<file path="config.mk">
export PLATFORM = sky130hd
export DESIGN_NAME = cmp_pipe_unit
export DESIGN_NICKNAME = d
export VERILOG_FILES = /design/src/rtl/cmp_pipe_unit.sv
export SDC_FILE = /design/constraint.sdc
export NUM_CORES = 1
export LEC_CHECK = 0
export BUFFER_PORTS_ARGS = -buffer_cell sky130_fd_sc_hd__buf_2
export CORE_UTILIZATION = 53
export DETAILED_ROUTE_END_ITERATION = 6
export GPL_ROUTABILITY_DRIVEN = 1
export PLACE_DENSITY = 0.79
export SLEW_MARGIN = 25
export SYNTH_ARGS = -nofsm -noshare
export SYNTH_HDL_FRONTEND = slang
export SYNTH_SLANG_ARGS = --single-unit
</file>
<file path="constraint.sdc">
create_clock -name CLK -period 2.7 [get_ports CLK]
set_input_delay 0.27 -clock CLK [delete_from_list [all_inputs] [get_ports CLK]]
set_output_delay 0.27 -clock CLK [all_outputs]
set_load 0.02 [all_outputs]
</file>
<file path="src/rtl/cmp_pipe_unit.sv">
// Single-stage compare unit with valid/ready handshake, saturating predicate
// counter and running min/max statistics on operand A.
module cmp_pipe_unit #(
   parameter int WIDTH       = 16,
   parameter int CNT_W       = 8,
   parameter bit SIGNED_MODE = 1'b1
) (
   input  logic             CLK,
   input  logic             RST,
   input  logic             IN_VALID,
   output logic             IN_READY,
   input  logic [WIDTH-1:0] A,
   input  logic [WIDTH-1:0] B,
   input  logic [2:0]       ALU_FUN,
   input  logic             CLR_STATS,
   input  logic             OUT_READY,
   output logic             OUT_VALID,
   output logic [1:0]       CMP_OUT,
   output logic             CMP_Flag,
   output logic [CNT_W-1:0] MATCH_CNT,
   output logic [WIDTH-1:0] MAX_VAL,
   output logic [WIDTH-1:0] MIN_VAL,
   output logic             STATS_VALID
);

   localparam logic [2:0] FUN_NOP = 3'b000;
   localparam logic [2:0] FUN_EQ  = 3'b001;
   localparam logic [2:0] FUN_GT  = 3'b010;
   localparam logic [2:0] FUN_LT  = 3'b011;
   localparam logic [2:0] FUN_NE  = 3'b100;
   localparam logic [2:0] FUN_GE  = 3'b101;
   localparam logic [2:0] FUN_LE  = 3'b110;
   localparam logic [2:0] FUN_TRI = 3'b111;

   localparam logic [CNT_W-1:0] CNT_MAX = {CNT_W{1'b1}};
   localparam logic [CNT_W-1:0] CNT_ONE = CNT_W'(1);

   function automatic logic lt_f(input logic [WIDTH-1:0] x, input logic [WIDTH-1:0] y);
      if (SIGNED_MODE) begin
         return $signed(x) < $signed(y);
      end else begin
         return x < y;
      end
   endfunction

   logic             out_valid_q, out_valid_d;
   logic [1:0]       cmp_q, cmp_d;
   logic             flag_q, flag_d;
   logic [CNT_W-1:0] cnt_q, cnt_d;
   logic [WIDTH-1:0] max_q, max_d;
   logic [WIDTH-1:0] min_q, min_d;
   logic             sv_q, sv_d;

   logic       xfer_in, xfer_out;
   logic       a_eq_b, a_gt_b, a_lt_b;
   logic [1:0] code;
   logic       pred_hit;

   assign IN_READY = !out_valid_q || OUT_READY;
   assign xfer_in  = IN_VALID && IN_READY;
   assign xfer_out = out_valid_q && OUT_READY;

   always_comb begin
      a_eq_b = (A == B);
      a_lt_b = lt_f(A, B);
      a_gt_b = lt_f(B, A);
      code   = 2'b00;
      case (ALU_FUN)
         FUN_EQ:  if (a_eq_b)           code = 2'b01;
         FUN_GT:  if (a_gt_b)           code = 2'b10;
         FUN_LT:  if (a_lt_b)           code = 2'b11;
         FUN_NE:  if (!a_eq_b)          code = 2'b01;
         FUN_GE:  if (a_gt_b || a_eq_b) code = 2'b10;
         FUN_LE:  if (a_lt_b || a_eq_b) code = 2'b11;
         FUN_TRI: begin
            if (a_eq_b)      code = 2'b01;
            else if (a_gt_b) code = 2'b10;
            else             code = 2'b11;
         end
         default: code = 2'b00;
      endcase
      // TRI always yields a nonzero code, so it is not a predicate
      pred_hit = (ALU_FUN != FUN_NOP) && (ALU_FUN != FUN_TRI) && (code != 2'b00);
   end

   always_comb begin
      out_valid_d = out_valid_q;
      cmp_d       = cmp_q;
      flag_d      = flag_q;
      if (xfer_in) begin
         out_valid_d = 1'b1;
         cmp_d       = code;
         flag_d      = 1'b1;
      end else if (xfer_out) begin
         out_valid_d = 1'b0;
      end
   end

   always_comb begin
      cnt_d = cnt_q;
      max_d = max_q;
      min_d = min_q;
      sv_d  = sv_q;
      if (CLR_STATS) begin
         cnt_d = '0;
         max_d = '0;
         min_d = '0;
         sv_d  = 1'b0;
      end else if (xfer_in) begin
         if (pred_hit && (cnt_q != CNT_MAX)) begin
            cnt_d = cnt_q + CNT_ONE;
         end
         if (ALU_FUN != FUN_NOP) begin
            if (!sv_q) begin
               max_d = A;
               min_d = A;
               sv_d  = 1'b1;
            end else begin
               if (lt_f(max_q, A)) max_d = A;
               if (lt_f(A, min_q)) min_d = A;
            end
         end
      end
   end

   always_ff @(posedge CLK) begin
      if (RST) begin
         out_valid_q <= 1'b0;
         cmp_q       <= 2'b00;
         flag_q      <= 1'b0;
         cnt_q       <= '0;
         max_q       <= '0;
         min_q       <= '0;
         sv_q        <= 1'b0;
      end else begin
         out_valid_q <= out_valid_d;
         cmp_q       <= cmp_d;
         flag_q      <= flag_d;
         cnt_q       <= cnt_d;
         max_q       <= max_d;
         min_q       <= min_d;
         sv_q        <= sv_d;
      end
   end

   assign OUT_VALID   = out_valid_q;
   assign CMP_OUT     = cmp_q;
   assign CMP_Flag    = flag_q;
   assign MATCH_CNT   = cnt_q;
   assign MAX_VAL     = max_q;
   assign MIN_VAL     = min_q;
   assign STATS_VALID = sv_q;

endmodule
</file>
# Word level (Yosys, flattened, before mapping)

Cells that the tools add are included.

Output and inout port bits: 46
Logic and storage cells: 64
Bits in registers: 45
Input bits: 40

Order comparisons: 4
Equality and inequality tests: 12
Reduce and logical (&&, ||, !) cells: 17
Mux-type cells: 23
$add $sub $neg: 1

Operator list:

| kind                                                                    | count |
|---|---|
| 16-bit less-than comparator                                             | 4 |
| 16-bit two-way mux                                                      | 4 |
| 16-bit equality test                                                    | 1 |
| 2-bit case mux with 7 select lines                                      | 1 |
| 1-bit two-way mux                                                       | 13 |
| 3-bit equality test, second input constant                              | 4 |
| 2-bit two-way mux                                                       | 5 |
| 8-bit by 1-bit adder with 8-bit output, second input constant           | 1 |
| 8-bit inequality test, second input constant                            | 1 |
| 3-bit by 2-bit equality test with 1-bit output, second input constant   | 2 |
| 3-bit AND reduction                                                     | 2 |
| 1-bit logical AND                                                       | 5 |
| 2-bit by 1-bit inequality test with 1-bit output, second input constant | 2 |
| 2-bit AND reduction                                                     | 2 |
| 2-bit nonzero test                                                      | 2 |
| 3-bit by 1-bit equality test with 1-bit output, second input constant   | 1 |
| 1-bit logical OR                                                        | 3 |
| 3-bit inequality test, second input constant                            | 1 |
| 3-bit nonzero test                                                      | 1 |
| 2-bit OR reduction                                                      | 1 |
| 1-bit logical NOT                                                       | 1 |

# Longest topological paths before layout

Gate-level depths: netlist of run 1.

Word-level depth: 8
Gate-level depth with buffers: 11
Depth with buffers taken out: 10

# Least setup slack after synthesis of run 1

OpenSTA, ideal clock, no wires.

Kind: input-to-reg
Start: in A[13]
End: reg cnt_q[3], in the netlist MATCH_CNT[3]
Stages on the path: 9
Buffers on the path: 1
Data required time: 2.631 ns
Setup time: 0.069 ns
Path slack: 0.171 ns
Arrival: 2.460 ns
Path through: inv_1 ha_1 nand4_1 or4_1 buf_2 or3b_1 a31o_4 a2111o_1 o21ai_1

Longest elaborated chain between the ends: 8
Elaborated cells between the ends (all ways): 18
Classes of those cells: 2 x order compare; 1 x eq/ne; 9 x mux; 6 x reduce/logical

Ends and longest elaborated chain:

| item                                                                | line       | text |
|---|---|---|
| start, declared                                                     | 12         | `input logic [WIDTH-1:0] A,` |
| 16-bit less-than comparator or 16-bit equality test (tied branches) | 40, 64     |  |
| 1-bit two-way mux, or another cell as far along                     | 77         | `else if (a_gt_b) code = 2'b10;` |
| 2-bit two-way mux (on tied branches)                                | 76, 73, 74 |  |
| 2-bit case mux with 7 select lines *                                | 68         | `case (ALU_FUN)` |
| 2-bit nonzero test *                                                | 83         | `pred_hit = (ALU_FUN != FUN_NOP) && (ALU_FUN != FUN_TRI) && (code != 2'b00);` |
| 1-bit logical AND *                                                 | 83         |  |
| 1-bit logical AND *                                                 | 110        | `if (pred_hit && (cnt_q != CNT_MAX)) begin` |
| 2-bit AND reduction (no line) *                                     | --         |  |
| end signal, assigned                                                | 139        | `cnt_q <= cnt_d;` |
| end, declared                                                       | 49         | `logic [CNT_W-1:0] cnt_q, cnt_d;` |

Mark *: on every way between the ends. The rest lies on a longest branch, timed or not.
A chain may end at the register's enable or synchronous reset.

# Final worst setup path of run 1

Start: in A[5]
End: reg cnt_q[5], in the netlist MATCH_CNT[5]

The elaborated chain is that of the path after synthesis.

==> summary.md, run 1 <==
| Metric | Value |
|---|---|
| Outcome | finished, final reports clean |
| Ys async rst share | 0% |
| Buf/Inv on CP | 3 |
| Clk pin slew, worst setup/hold paths | approximately 0.09 ns |
| Critical-path cell list | buf_2 > inv_1 > ha_1 > nand4_1 > or4_1 > buf_4 > nand3_1 > a2111o_1 > o311a_1 > a2111o_1 > o21ai_1 |
| PortBufs | 85 |
| Root buffer cell | clkbuf_8 |
| Worst hold path depth | 2 |
| Met2 routed WL | around 4200 µm |
| FF-to-FF path depth | 7 |
| CTS H-Tree Depth | 2 |
| CP max stage cell | or4_1 |
| Finish-stage setup viols | 0 |
| Nets@finish | approximately 590 |
| IO Pins | 86 |
| Top routing layer used | met4 |
| Post-route cell area | just under 4000 µm² |
| FP Rows | 27 |
| DR pass1 iterations | 4 |
| Hold_sp | RST |
| VDD IR max | around 350 µV |
| Yosys cell types | 49 |
| Crit path DAT | between 2 and 3 ns |
| Vias in the first global route | roughly 3200 |
| Fin. max-slew vios | 0 |
| Placed inst area | a little under 4000 µm² |
| Grt ovf | 0 |
| Most frequent CP cell | a2111o_1 |
| Tot GR Track Use | just under 30% |
| Num CTS Buffers | 5 |
| Hold WS | between 0.2 and 0.25 ns |
| # fillers | approximately 490 |
| RR Startpoint | MATCH_CNT[3] |
| Die Y | ~79 µm |
| Leak pwr | approximately 1.9 nW |
| Min-delay worst type | in -> reg |
| Final min period | 2.53 ns |
| Syn Area/Cell | 7.95 µm² |
| WL met3 | approximately 570 µm |
| Mapped cell area | ~3100 µm² |
| Core area | around 5600 µm² |
| Worst slew pin tran | 0.809 ns |
| DP Wirelength | between 6000 and 7000 µm |
| DRT iter0 DRCs | between 100 and 150 |
| Synth warnings | 0 |
| Main synth FF type | dfxtp_1 |
| WL per Instance | 15.3 µm |
| CTS Hold Bufs | 0 |
| Clock Latency Late Sink | approximately 0.30 ns |
| F_max | about 400 MHz |
| Crit share post-route | between 90% and 100% |
| Setup CP Type | in -> reg |
| CTS tree | yes |
| Vias per inst | approximately 5.9 |
| Slew headroom | around 46% |
| Final Hold Vio Count | 0 |
| Antenna Nets Post-Route | 0 |
| Pwr/cell area | 408 nW/µm² |
| PostCTS Resize Cnt | 0 |
| Post-synthesis sequential area ratio | between 20% and 30% |
| WL met1 | 3930 µm |
| Net Count, Synth | 482 |
| Post-CTS Setup Bufs | 0 |
| Crit path max-delay family | compound AO/OA/AOI/OAI gates |
| CP required | ~2.9 ns |
| Post-synth top area cell | dfxtp_1 |
| Layout area overhead | 26.0% |
| Startpoint types | input pin |
| Layout Skew | roughly 0.0075 ns |
| Share of layout cells above drive strength 1 | 27.3% |
| Die footprint | roughly 6200 µm² |
| CP Max Fanout | 15 |
| CTS Buffer Depth | 2 |
| Largest net degree at the start of global routing | between 40 and 50 |
| Drc violations | 0 |
| Cell depth of the worst setup path | 11 |
| Critical Path Source | A[5] |
| Initial antenna violation count | 0 |
| Synth top area share | 28.7% |
| Ranking of synthesized cells by area | dfxtp_1 29%, ha_1 19%, a21oi_1 8.1%, nand3_1 7.3%, o21ai_0 6.4% |
| Die width | approximately 79 µm |
| Final WL | 8820 µm |
| Synthesized netlist cell count | 395 |
| Ant diodes | 0 |
| First-pass GRT wire length | 14700 µm |
| CP max stage delay | approximately 0.61 ns |
| Endpoint class of the critical path | flip-flop |
| Vias | ~3400 |
| Max_cap viols | 0 |
| Clk sink count | 45 |
| Placer Congestion | just under 1 |
| Yosys reg bits | 45 |
| Post-synth EDFFs | 0 |
| Initial core utilization | between 50% and 60% |
## placed cells by master (no fill, tap or decap), types with 2 or more instances in the layout
cell	instances
a2111o_1	6
a211o_1	2
a21o_1	12
a21oi_1	51
a31o_2	2
a31oi_1	5
and3_1	5
buf_2	85
buf_4	35
clkbuf_8	5
dfxtp_1	45
ha_1	47
inv_1	36
nand2_1	10
nand2b_1	5
nand3_1	46
nand4_1	7
nor2_1	14
nor3_1	5
nor4_1	2
o211ai_1	5
o21ai_0	40
o21ai_1	5
or2_2	3
## final timing paths
check                       to  slack [ns]
hold reg to reg       CMP_Flag        0.47
setup reg to reg  MATCH_CNT[5]        0.26
hold / removal        CMP_Flag        0.22
setup / recovery  MATCH_CNT[5]        0.17
## through the flow
step / setup slack (ns) / setup TNS, ns / instances / power (mW) / util, %
2_1_floorplan: 0.171 / 0 / 395 / 0.943 / -
3_3_place_gp: -0.0269 / -0.164 / 569 / 1.09 / 68.5
3_5_place_dp: -0.109 / -0.787 / 569 / 1.11 / 68.5
4_1_cts: 0.217 / 0 / 577 / 1.62 / 70.5
5_1_grt: -0.00985 / -0.0106 / 577 / 1.70 / 70.6
6_report: 0.172 / 0 / 577 / 1.62 / 70.6
## registers in the layout, indices dropped and copies added (netlist names)
register     cells
CMP_Flag         1
CMP_OUT          2
MATCH_CNT        8
MAX_VAL         16
MIN_VAL         16
OUT_VALID        1
STATS_VALID      1
## kinds of logic (layout without fill, tap and decap cells)
group	Yosys count	after routing	synth area share (%)
compound gates	143	143	28.2
fa+ha+maj	47	47	18.7
buf+inv	54	164	6.81
flops	45	45	28.7
mux	1	1	0.319
simple gates	105	105	17.3
## report_power, final
group          total (mW)  internal, mW  switching, mW
Clock               0.518         0.278          0.240
Sequential          0.699         0.684         0.0149
Combinational       0.399         0.170          0.229
## synthesized netlist by cell type (all sizes together) (2+ instances only)
cell / n
a2111o: 6
a211o: 2
a21o: 12
a21oi: 51
a311o: 2
a31o: 3
a31oi: 5
and3: 5
buf: 5
clkbuf: 13
dfxtp: 45
ha: 47
inv: 36
nand2: 10
nand2b: 5
nand3: 46
nand4: 7
nor2: 14
nor3: 5
nor4: 2
o211ai: 5
o21ai: 45
or2: 3
## worst register-to-register path: cells and delay by family (launching register included)
family / cells / cell delay (ns)
DFF: 1 / 0.35
AOI/OAI and AO/OA: 5 / 1.61
and+or+nand+nor: 2 / 0.42
## layout make-up
| class | instances | area (µm²) | share of cell area [%] |
|---|---|---|---|
| clock buffer | 6 | 72.6 | 1.83 |
| clock inverter | 2 | 38.8 | 0.980 |
| inverter | 36 | 135 | 3.41 |
| multi-input combinational | 296 | 2030 | 51.4 |
| sequential | 45 | 901 | 22.8 |
| tap | 72 | 90.1 | 2.28 |
| timing repair buffer | 120 | 688 | 17.4 |
## metal layers
metal  global-route usage [%]  vias to the layer above
met3                     4.48                        7
li1                         -                     1686
met4                     8.18                        0
met1                     39.1                     1584
met2                     50.5                      118
met5                        0                        -
No activity file was read; power rests on OpenSTA's default activity.
==> run 2: changes to the inputs <==
--- a/config.mk
+++ b/config.mk
@@ -6,10 +6,10 @@
 export NUM_CORES = 1
 export LEC_CHECK = 0
 export BUFFER_PORTS_ARGS = -buffer_cell sky130_fd_sc_hd__buf_2
-export CORE_UTILIZATION = 53
+export CORE_UTILIZATION = 48
 export DETAILED_ROUTE_END_ITERATION = 6
 export GPL_ROUTABILITY_DRIVEN = 1
-export PLACE_DENSITY = 0.79
+export PLACE_DENSITY = 0.75
 export SLEW_MARGIN = 25
 export SYNTH_ARGS = -nofsm -noshare
 export SYNTH_HDL_FRONTEND = slang
==> constraint.sdc (replaced) <==
create_clock -name CLK -period 2 [get_ports CLK]
set_input_delay 0.2 -clock CLK [delete_from_list [all_inputs] [get_ports CLK]]
set_output_delay 0.2 -clock CLK [all_outputs]
set_load 0.02 [all_outputs]
==> run 2 against run 1 <==
Compared with the run above:
- the run now ends with setup timing left
- clock-buffer cell count did not move
- setup slack got worse by 0.44 ns
- wire length up 31%
- via count increased by 12%
- core utilization rose by 8.6 points
- first-iteration DRC count increased by 23%
- die area grew 10%
- global-route usage grew 0.12 points
- clock skew grew 0.0012 ns
- cell count increased by 9.9%
- sequential share of layout area decreased by 4.7 points
- clock power rose by 38%
==> summary.md, run 2 (synthesis gave the netlist of run 1 again) <==
| Metric | Value |
|---|---|
| Outcome | finished, violations left (was finished, final reports clean) |
| Failing checks | setup timing |
| Internal power | 1.67 mW (was 1.13 mW) |
| Placer Congestion | 0.871 (was 0.967) |
| Placed cells | 603 (was 569) |
| GRT Max-Usage Layer | met2 (unchanged) |
| Pwr/cell area | 487 nW/µm² (was 408 nW/µm²) |
| Layout Skew | 0.00863 ns (was 0.00747 ns) |
| Root buffer cell | clkbuf_8 (unchanged) |
| Drc violations | 0 (unchanged) |
| DP Wirelength | 6920 µm (was 6810 µm) |
| FP Rows | 29 (was 27) |
| Met1 Use GR | 37.8% (was 39.1%) |
| Tot GR Track Use | 29.9% (was 29.8%) |
| Nets@finish | 643 (was 591) |
| Layout area overhead | 60.0% (was 26.0%) |
| CTS tree | yes (unchanged) |
| Overall power | 2.45 mW (was 1.62 mW) |
| Worst R2R Setup Slack | -0.25 ns (was 0.26 ns) |
| Clock Latency Late Sink | 0.31 ns (was 0.30 ns) |
| DRT iter0 DRCs | 179 (was 145) |
| Endpoint class of the critical path | flip-flop (unchanged) |
| CP max stage cell | or4_4 (was or4_1) |
| Non-filler cells in the finished layout | 634 (was 577) |
| Final setup margin | -0.273 ns (was 0.172 ns) |
| Vias in the first global route | 3587 (was 3165) |
| PortBufs | 85 (unchanged) |
| Hold endpoint | OUT_VALID (was CMP_Flag) |
| Die Y | 82.9 µm (was 79.0 µm) |
| Initial core utilization | 49.5% (was 56.0%) |
| Core area | 6350 µm² (was 5610 µm²) |
| WL per Instance | 18.3 µm (was 15.3 µm) |
| Buf/Inv on CP | 2 (was 3) |
| Crit path DAT | 2.51 ns (was 2.73 ns) |
| Min-delay worst type | in -> reg (unchanged) |
| CP max stage delay | 0.56 ns (was 0.61 ns) |
| Worst slew pin tran | 0.583 ns (was 0.809 ns) |
| Hold WS | 0.148 ns (was 0.224 ns) |
| RSZ-0062 raised after global routing | true |
| Share of layout cells above drive strength 1 | 47.6% (was 27.3%) |
| CTS Hold Bufs | 0 (unchanged) |
| Startpoint types | input pin (unchanged) |
| Slew headroom | 60.8% (was 46.1%) |
| Initial antenna violation count | 0 (unchanged) |
| CP Max Fanout | 7 (was 15) |
| Fin. max-slew vios | 0 (unchanged) |
| Clk pin slew, worst setup/hold paths | 0.09 ns (about the same) |
| Leak pwr | 2.21 nW (was 1.88 nW) |
| Sequential group share of total power | 38.6% (was 43.2%) |
| Met3 global-route usage | 3.88% (was 4.48%) |
| Ant diodes | 0 (unchanged) |
| Crit share post-route | 114% |
| DR pass1 iterations | 5 (was 4) |
| CTS H-Tree Depth | 2 (unchanged) |
| Comb pwr share | 32.2% (was 24.7%) |
| # fillers | 390 (was 489) |
| Largest net degree at the start of global routing | 36 (was 41) |
| CTS Buffer Depth | 2 (unchanged) |
| Setup CP Type | in -> reg (unchanged) |
| CP required | 2.24 ns (was 2.90 ns) |
| Reg-to-reg endpoint | MATCH_CNT[1] (was MATCH_CNT[5]) |
| Sw frac | 31.7% (was 30.0%) |
| Crit path max-delay family | simple AND/OR/NAND/NOR gates (was compound AO/OA/AOI/OAI gates) |
| Most frequent cells in the layout | 75 x buf_4, 66 x buf_2, 42 x nand3_1 (was 85 x buf_2, 51 x a21oi_1, 47 x ha_1) |
| Grt met2 use | 51.0% (was 50.5%) |
| Antenna Nets Post-Route | 0 (unchanged) |
| Post-route cell area | 5030 µm² (was 3960 µm²) |
| Worst hold path depth | 2 (unchanged) |
| Clk sink count | 45 (unchanged) |
| First-pass GRT wire length | 17000 µm (was 14700 µm) |
| Final core utilization | 79.2% (was 70.6%) |
| Final TNS setup | -1.88 ns (was 0 ns) |
| Critical-path cell list | buf_6 > inv_4 > ha_4 > nand4_1 > or4_4 > or3b_4 > a31o_4 > a2111o_1 > o21ai_1 (was buf_2 > inv_1 > ha_1 > nand4_1 > or4_1 > buf_4 > nand3_1 > a2111o_1 > o311a_1 > a2111o_1 > o21ai_1) |
| Hold_sp | RST (unchanged) |
| Num CTS Buffers | 5 (unchanged) |
| Vias | 3804 (was 3395) |
| Die width | 82.9 µm (was 79.0 µm) |
| Finish-stage setup viols | 11 (was 0) |
| DP Worst Slack | -0.853 ns (was -0.109 ns) |
| VDD IR max | 439 µV (was 345 µV) |
| Final min period | between 2 and 2.5 ns |
| Grt ovf | 0 (unchanged) |
| Sw power | 0.777 mW (was 0.484 mW) |
| IO Pins | 86 (unchanged) |
| Die footprint | 6870 µm² (was 6240 µm²) |
| Final WL | 11600 µm (was 8820 µm) |
| Most common cell after layout, fill and taps aside | buf_4 (was buf_2) |
| Max_cap viols | 0 (unchanged) |
| RR Startpoint | MATCH_CNT[4] (was MATCH_CNT[3]) |
| Placed inst area | 4230 µm² (was 3840 µm²) |
| Final Hold Vio Count | 0 (unchanged) |
| FF-to-FF path depth | 8 (was 7) |
| F_max | roughly 440 MHz |
| Vias per inst | 6.00 (was 5.88) |
| Clock group share of total power | 29.2% (was 32.1%) |
==> run 2: cell types whose count changed in the layout (fill, tap and decap cells not counted), sizes merged <==
cell	previous run	this run
buf	120	169
and3	5	7
a31o	3	4
==> run 2: worst max path at each step <==
stage | end | cells past startpoint | start | slack [ns]
after detailed placement | MATCH_CNT[5] | 12 | A[1] | -0.85
after global routing | MATCH_CNT[3] | 9 | A[10] | -0.32
final | MATCH_CNT[3] | 9 | A[10] | -0.27
after CTS | MATCH_CNT[5] | 14 | A[1] | -0.19
after floorplan | MATCH_CNT[2] | 10 | A[7] | -0.37
after global placement | MATCH_CNT[3] | 12 | A[1] | -0.65
==> run 2: repair_timing <==
action / in CTS / in global routing
cloned: 1 / 2
pin swaps: 27 / 22
buffers inserted: 19 / 2
setup endpoints to repair: 26 / 42
resized for setup: 61 / 70
==> run 2: power groups by stage <==
| stage | Sequential, mW | Clock [mW] | Combinational, mW |
|---|---|---|---|
| 2_1_floorplan | 0.997 | 0 | 0.295 |
| 3_3_place_gp | 0.964 | 0 | 0.567 |
| 3_5_place_dp | 0.964 | 0 | 0.586 |
| 4_1_cts | 0.944 | 0.719 | 0.687 |
| 5_1_grt | 0.948 | 0.762 | 0.850 |
| 6_report | 0.945 | 0.717 | 0.789 |
==> run 2: routing by layer <==
layer  share of wire, %  vias up
li1                   -     1793
met1                 40     1800
met2                 50      162
met3                5.4       49
met4                4.4        0
met5                  0        -
==> run 2: area by class of cell <==
type	instances	area (µm²)	area share (%)
inverter	36	168	3.33
clock buffer	6	72.6	1.44
tap	77	96.3	1.92
multi-input combinational	299	2510	50.0
sequential	45	907	18.0
timing repair buffer	169	1230	24.5
clock inverter	2	38.8	0.772
